**src/rtl/mem_stage_ctrl.sv**
```systemverilog
// -----------------------------------------------------------------------------
// mem_stage_ctrl
//
// Purpose:
//   Handshake controller for the Memory stage of a pipelined core. It issues
//   data-memory requests for loads/stores. It stalls the front of the pipeline
//   while the memory is not ready, and injects bubbles into the MEM/WB register.
//   It traps into a sticky error state when an access waits longer than
//   TIMEOUT cycles. A saturating counter records the total number of stall
//   cycles since reset.
//
// Parameters:
//   TIMEOUT  maximum wait cycles in ACCESS before a timeout (1..255)
//   CNT_W    width of the stall statistics counter
//
// Ports:
//   clk_i                in   clock, rising edge
//   reset_i              in   synchronous, active-high reset
//   mem_read_im          in   Memory-stage instruction is a load
//   mem_write_im         in   Memory-stage instruction is a store
//   enable_wreg_im       in   ungated Memory-stage register-write enable
//   mem_ready_i          in   data memory completes the access this cycle
//   mem_req_o            out  data memory access request
//   mem_we_o             out  write strobe (only meaningful with mem_req_o)
//   stall_o              out  freeze Fetch..Memory, including EX/MEM
//   wb_bubble_o          out  force a bubble into MEM/WB this cycle
//   enable_wreg_gated_o  out  enable_wreg_im with bubbles masked out
//   mem_err_o            out  sticky timeout flag
//   stall_cnt_o          out  saturating stall-cycle count
// -----------------------------------------------------------------------------
module mem_stage_ctrl #(
  parameter int TIMEOUT = 16,
  parameter int CNT_W   = 16
) (
  input  logic             clk_i,
  input  logic             reset_i,
  input  logic             mem_read_im,
  input  logic             mem_write_im,
  input  logic             enable_wreg_im,
  input  logic             mem_ready_i,
  output logic             mem_req_o,
  output logic             mem_we_o,
  output logic             stall_o,
  output logic             wb_bubble_o,
  output logic             enable_wreg_gated_o,
  output logic             mem_err_o,
  output logic [CNT_W-1:0] stall_cnt_o
);

  typedef enum logic [1:0] {
    IDLE   = 2'd0,
    ACCESS = 2'd1,
    ERROR  = 2'd2
  } state_t;

  localparam logic [7:0]       TIMEOUT_VAL = 8'(TIMEOUT);
  localparam logic [CNT_W-1:0] CNT_MAX     = {CNT_W{1'b1}};

  state_t           state_reg, state_next;
  logic [7:0]       wait_cnt_reg, wait_cnt_next;
  logic             err_reg, err_next;
  logic [CNT_W-1:0] stall_cnt_reg;

  logic acc;
  logic req;
  logic stall;
  logic bubble;

  assign acc = mem_read_im | mem_write_im;

  // ---------------------------------------------------------------------------
  // Next-state and Mealy outputs
  // ---------------------------------------------------------------------------
  always_comb begin
    state_next    = state_reg;
    wait_cnt_next = wait_cnt_reg;
    err_next      = err_reg;
    req           = 1'b0;
    stall         = 1'b0;
    bubble        = 1'b0;

    case (state_reg)
      IDLE: begin
        if (acc) begin
          req = 1'b1;
          // A ready memory completes in the request cycle with no stall.
          if (!mem_ready_i) begin
            stall         = 1'b1;
            bubble        = 1'b1;
            state_next    = ACCESS;
            wait_cnt_next = 8'd1;
          end
        end
      end

      ACCESS: begin
        // acc is not re-sampled here: the stalled pipeline holds it steady.
        req = 1'b1;
        if (mem_ready_i) begin
          // Ready wins over the timeout, even on the final wait cycle.
          state_next    = IDLE;
          wait_cnt_next = 8'd0;
        end else if (wait_cnt_reg < TIMEOUT_VAL) begin
          stall         = 1'b1;
          bubble        = 1'b1;
          wait_cnt_next = 8'(wait_cnt_reg + 8'd1);
        end else begin
          stall      = 1'b1;
          bubble     = 1'b1;
          state_next = ERROR;
          err_next   = 1'b1;
        end
      end

      ERROR: begin
        // Terminal until reset: the pipeline stays frozen, with no requests.
        stall  = 1'b1;
        bubble = 1'b1;
      end

      default: begin
        state_next    = IDLE;
        wait_cnt_next = 8'd0;
      end
    endcase

    // Reset masks all pipeline-control outputs, whatever the state.
    if (reset_i) begin
      req    = 1'b0;
      stall  = 1'b0;
      bubble = 1'b0;
    end
  end

  // ---------------------------------------------------------------------------
  // State registers
  // ---------------------------------------------------------------------------
  always_ff @(posedge clk_i) begin
    if (reset_i) begin
      state_reg     <= IDLE;
      wait_cnt_reg  <= 8'd0;
      err_reg       <= 1'b0;
      stall_cnt_reg <= '0;
    end else begin
      state_reg    <= state_next;
      wait_cnt_reg <= wait_cnt_next;
      err_reg      <= err_next;
      if (stall && (stall_cnt_reg != CNT_MAX)) begin
        stall_cnt_reg <= stall_cnt_reg + 1'b1;
      end
    end
  end

  // ---------------------------------------------------------------------------
  // Outputs
  // ---------------------------------------------------------------------------
  assign mem_req_o           = req;
  assign mem_we_o            = req & mem_write_im;  // store wins over a load
  assign stall_o             = stall;
  assign wb_bubble_o         = bubble;
  assign enable_wreg_gated_o = enable_wreg_im & ~bubble;
  assign mem_err_o           = err_reg;
  assign stall_cnt_o         = stall_cnt_reg;

endmodule

```
**config.mk**
```make
export PLATFORM = sky130hd
export DESIGN_NAME = mem_stage_ctrl
export DESIGN_NICKNAME = d
export VERILOG_FILES = /design/src/rtl/mem_stage_ctrl.sv
export SDC_FILE = /design/constraint.sdc
export NUM_CORES = 1
export LEC_CHECK = 0
export CAP_MARGIN = 10
export CORE_ASPECT_RATIO = 0.7
export CORE_MARGIN = 2
export CORE_UTILIZATION = 41
export DETAILED_ROUTE_END_ITERATION = 10
export DONT_BUFFER_PORTS = 1
export PLACE_DENSITY_LB_ADDON = 0.08
export SLEW_MARGIN = 25
export SYNTH_ARGS = -nofsm -noshare
export SYNTH_HDL_FRONTEND = slang
export SYNTH_SLANG_ARGS = --single-unit
export TNS_END_PERCENT = 50
```
**constraint.sdc**
```tcl
create_clock -name clk_i -period 3.9 [get_ports clk_i]
set_clock_uncertainty 0.1 [all_clocks]
set_input_delay 0.195 -clock clk_i [delete_from_list [all_inputs] [get_ports clk_i]]
set_output_delay 0.195 -clock clk_i [all_outputs]
set_load 0.01 [all_outputs]
```
Word-level counts from Yosys, hierarchy flattened --
Cells that the tools add are included.
Operators by class: add/subtract/negate cells 2, multiply operators 0, div/mod/pow operators 0, magnitude comparators 1, equal/unequal tests 7, shifts and indexed selects 0, muxes and demuxes 17, bitwise gates (word level) 7, reductions and logical operators 5
Operator list (number):
- $mux W8 | 4
- $pmux W8 S3 | 1
- $add A16 B1 Y16 const B | 1
- $ne A16 B16 Y1 const B | 1
- $add A8 B1 Y8 const B | 1
- $lt A8 B5 Y1 const B | 1
- $mux W2 | 4
- $reduce_and A4 Y1 | 2
- $ne A3 B3 Y1 const B | 2
- $pmux W2 S3 | 1
- $mux W1 | 5
- $ne A2 B2 Y1 const B | 2
- $not A1 Y1 | 4
- $pmux W1 S3 | 1
- $reduce_and A3 Y1 | 1
- $and A1 B1 Y1 | 2
- $eq A2 B1 Y1 const B | 1
- $eq A2 B2 Y1 const B | 1
- $logic_not A2 Y1 | 1
- $pmux W1 S2 | 1
- $logic_and A1 B1 Y1 | 1
- $or A1 B1 Y1 | 1
Storage, ports and cells: register bits after elaboration 27, latch bits 0, memory bits (writable) 0, bits in read-only memories 0, bits of input ports 6, output and inout port bits 22, word-level logic and storage cells 43, memories kept 0

Logic depth before layout (Yosys ltp) --
word-level depth 6, gate-level depth with buffers 6

Least setup slack after synthesis --
OpenSTA, ideal clock, no wires.
path type register to register, start point reg state_reg[0], end point reg stall_cnt_reg[14], in the netlist stall_cnt_o[14], library setup time 0.071 ns, arrival time 1.771 ns, data required time 3.729 ns, slack 1.959 ns, stages on the path, launching flop included 6, path buffers 1, clock period less this slack 1.941 ns, cell sequence dfxtp_1 > buf_4 > a2111oi_4 > nand3_2 > or4_1 > a21oi_1
On the way: longest elaborated chain between the ends 4
Ends and longest elaborated chain:
- start, declared | line 59 | state_t state_reg, state_next;
- start signal, assigned | line 145 | state_reg <= state_next;
- $eq A2 B2 Y1 (tied with other cells) | line 82 | case (state_reg)
- $pmux W1 S3 (*) | line 82
- $mux W1 (*) | line 128 | if (reset_i) begin
- net stall_o | line 43 | output logic stall_o,
- $logic_and A1 B1 Y1 (*) | line 148 | if (stall && (stall_cnt_reg != CNT_MAX)) begin
- end signal, assigned | line 149 | stall_cnt_reg <= stall_cnt_reg + 1'b1;
- end, declared | line 62 | logic [CNT_W-1:0] stall_cnt_reg;
The timed path passes the listed nets; every way through them passes the cells marked *. A chain may end at the register's enable or synchronous reset.

Worst setup path in the final report --
start point reg state_reg[1], end point reg stall_cnt_reg[7], in the netlist stall_cnt_o[7]
Same word-level chain as after synthesis.

==> run_results.csv <==
group,metric,value,unit
status,status,"complete, no violations",
place,port_buffers,0,
detailed_routing,drc_errors,0,
cts,post_cts_resized,0,
detailed_routing,drtAntennaViolNets,0,
die,num_rows,17,
logic_synthesis,synth.distinct_cells,37,
die,die_h,51.7,um
place,dp_hpwl,2.06,mm
logic_synthesis,synth.area.mux_share,3.00,%
global_route,grt_usage,16.5,%
critical_path,cp_data_required_time,4.01,ns
logic_synthesis,synth_async_sr_flop_share,0,%
power_and_ir_drop,p_total,473,uW
die,initial_core_util,42.7,%
cts,hold_buffers,1,
global_route,grt_pass1_wl,4.77,mm
critical_path,worstSetupEndpoint,"stall_cnt_o[7]",
logic_synthesis,yosysTopAreaCell,"dfxtp_1",
layout,drive_gt1_share,6.37,%
logic_synthesis,syn_inst,158,
critical_path,worstSetupPathDepth,5,
critical_path,worstPathArrival,2.51,ns
layout,nFillCells,322,
logic_synthesis,synthTopCellsByArea,"dfxtp_1, nor2_1, a21oi_1",
critical_path,cp-start-kind,"register",
cts,clkTransAtPathRegs,0.09,ns
logic_synthesis,synthFlopType,"dfxtp_1",
logic_synthesis,synth_top_area_share,40.5,%
cts,htreeDepth,1,
timing,setup_tns,0,ns
critical_path,reg2reg_depth,5,
timing,rsz0062_at_grt,"false",
critical_path,critPathKind,"register to register",
global_route,use_met3,6.20,%
critical_path,slowest_delay,0.71,ns
die,pin_count,28,
logic_synthesis,synth_compound_area_share,15.2,%
timing,fin_crit,2.41,ns
timing,clock.fmax,415,MHz
power_and_ir_drop,powerDensity,337,mW/mm^2
critical_path,worstPathMaxFanout,10,
flow_run,drv_cap,0,
critical_path,rrSetupSlack,1.49,ns
die,die_area,0.00374,mm^2
cts,cts_made_buffers,3,
global_route,first_global_vias,1020,
critical_path,r2r_end,"stall_cnt_o[7]",
power_and_ir_drop,ir_drop,166,uV
global_route,grt_use_met2,22.8,%
global_route,grt_max_degree,19,
global_route,antenna_found_initial,0,
global_route,grt.overflow.total,0,
critical_path,cp_top_family,"compound AO/OA/AOI/OAI gates",
detailed_routing,first_pass_iters,4,
timing,hold_viol,0,
layout,n_antenna_cell,0,
logic_synthesis,synth-simple-area-share,30.8,%
logic_synthesis,synth_top_family_by_area,"simple AND/OR/NAND/NOR gates",
critical_path,slowest_stage,"a2111oi_4",
global_route,busiest_layer,"met1",
place,gp_congestion,0.864,
cts,postCtsSetupRepairBufs,0,
critical_path,crit_chain,"nor4_2 > a2111oi_4 > o211ai_1 > or3_1 > a21oi_1",
timing,slew_viol_final,0,
global_route,met1_usage,23.6,%
logic_synthesis,synth_xor_xnor_area_share,5.25,%
logic_synthesis,syn-mean-instance-area,8.45,um^2
layout,largest_reg_flops,16,
power_and_ir_drop,cellLeakagePower,0.462,nW
logic_synthesis,seq_area_frac_synth,40.5,%
logic_synthesis,yosys_warnings,0,
die,die_w,72.2,um
hold_path,min_path_type,"input port to register",
critical_path,startpoint,"state_reg[1]",
cts,cts.sinks,27,
logic_synthesis,synthAdderAreaFrac,1.87,%
critical_path,crit_path_end_kind,"register",
logic_synthesis,syn_nets,166,
detailed_routing,vias,1122,
cts,cts_buffer_depth,2,
timing,setup_viol_count_final,0,
timing,max-slew-margin-rel,47.6,%
detailed_routing,drt_iter0_markers,66,
layout,area_growth,5.25,%
layout,final_util,44.9,%
die,core_area,0.00313,mm^2
logic_synthesis,synth_seq_cells,27,
cts,root_buffer,"clkbuf_8",
logic_synthesis,synthesis.area,0.00134,mm^2
detailed_routing,wl_per_cell,14.8,um
logic_synthesis,synth_enable_flop_cells,0,
layout,fin_nets,166,
cts,clock_latency,0.27,ns
detailed_routing,drt-total-wl,2.88,mm
critical_path,timing.rr.start,"state_reg[1]",
critical_path,critPathBufInv,0,
timing,finalCritPeriodShare,61.7,%
timing,tightest_slew,0.786,ns
detailed_routing,viasPerCell,5.75,
cts,cts_tree,"built",
[layout by cell type (no fill, tap or decap), types with 2 or more instances in the layout]
master / count
dfxtp_1: 27
a41oi_1: 2
xnor2_1: 3
and3_1: 6
mux2i_1: 4
clkbuf_8: 3
o21ai_0: 8
nor2b_1: 2
xor2_1: 5
inv_1: 3
nor2_1: 20
nor3_1: 4
or3_1: 6
nand2_1: 14
nand4_1: 5
o211ai_1: 2
a21oi_1: 12
and2_1: 2
nand2b_1: 2
ha_1: 2
nor4_1: 2
or4_1: 2
nand3_1: 6
[worst min-delay path by stage]
stage,start,to,depth (start not counted)
global route,reset_i,stall_cnt_o[3],3
detailed placement,reset_i,stall_cnt_o[11],1
finish,reset_i,stall_cnt_o[4],3
floorplan,reset_i,stall_cnt_o[15],3
global placement,reset_i,stall_cnt_o[9],1
CTS,reset_i,stall_cnt_o[4],3
[per-stage QoR]
step	hold slack, ns	worst slack (ns)	instance area (um^2)	instances
after global routing	0.0584	1.29	1410	195
after detailed placement	0.170	1.50	1350	190
after global placement	0.168	1.61	1350	190
final	0.0433	1.49	1410	195
after floorplan	0.302	1.96	1340	158
after CTS	0.0340	1.47	1410	195
[synthesized netlist by cell type (all sizes together), types with 3 or more instances]
cell,n
mux2i,4
nor2,20
nand4,5
nand3,7
xnor2,3
inv,3
a21oi,12
nor4,3
nor3,4
or3,6
xor2,5
clkbuf,3
dfxtp,27
and3,6
nand2,14
buf,3
o21ai,9
[logic make-up (layout without fill, tap and decap cells)]
group / after synthesis / in the layout
AND/OR/NAND/NOR: 78 / 78
AO/OA/AOI/OAI: 30 / 30
flip-flops: 27 / 27
buffers and inverters: 9 / 8
XOR/XNOR: 8 / 8
multiplexers: 4 / 4
adder cells (fa/ha/maj): 2 / 2
[layer usage]
metal,vias to the layer above,part of all wire (%)
li1,567,-
met1,521,52
met2,30,39
met3,4,7.5
met4,0,0.76
met5,-,0
[final cells by class]
cell class | count | area [um^2] | area share, %
Timing Repair Buffer | 1 | 10.0 | 0.712
Sequential cell | 27 | 541 | 38.5
Inverter | 3 | 11.3 | 0.801
Multi-Input combinational cell | 122 | 749 | 53.3
Clock buffer | 3 | 41.3 | 2.94
Clock inverter | 1 | 5.00 | 0.356
Tap cell | 38 | 47.5 | 3.38
[worst min-delay path: stages]
cell	delay [ns]
inv_1	0.06
nand2_1	0.07
mux2i_1	0.05
[report_power, final]
group | internal [mW] | switching (mW)
Sequential | 0.279 | 0.00578
Combinational | 0.0101 | 0.0180
Clock | 0.0717 | 0.0891
(Power assumes the default switching activity.)
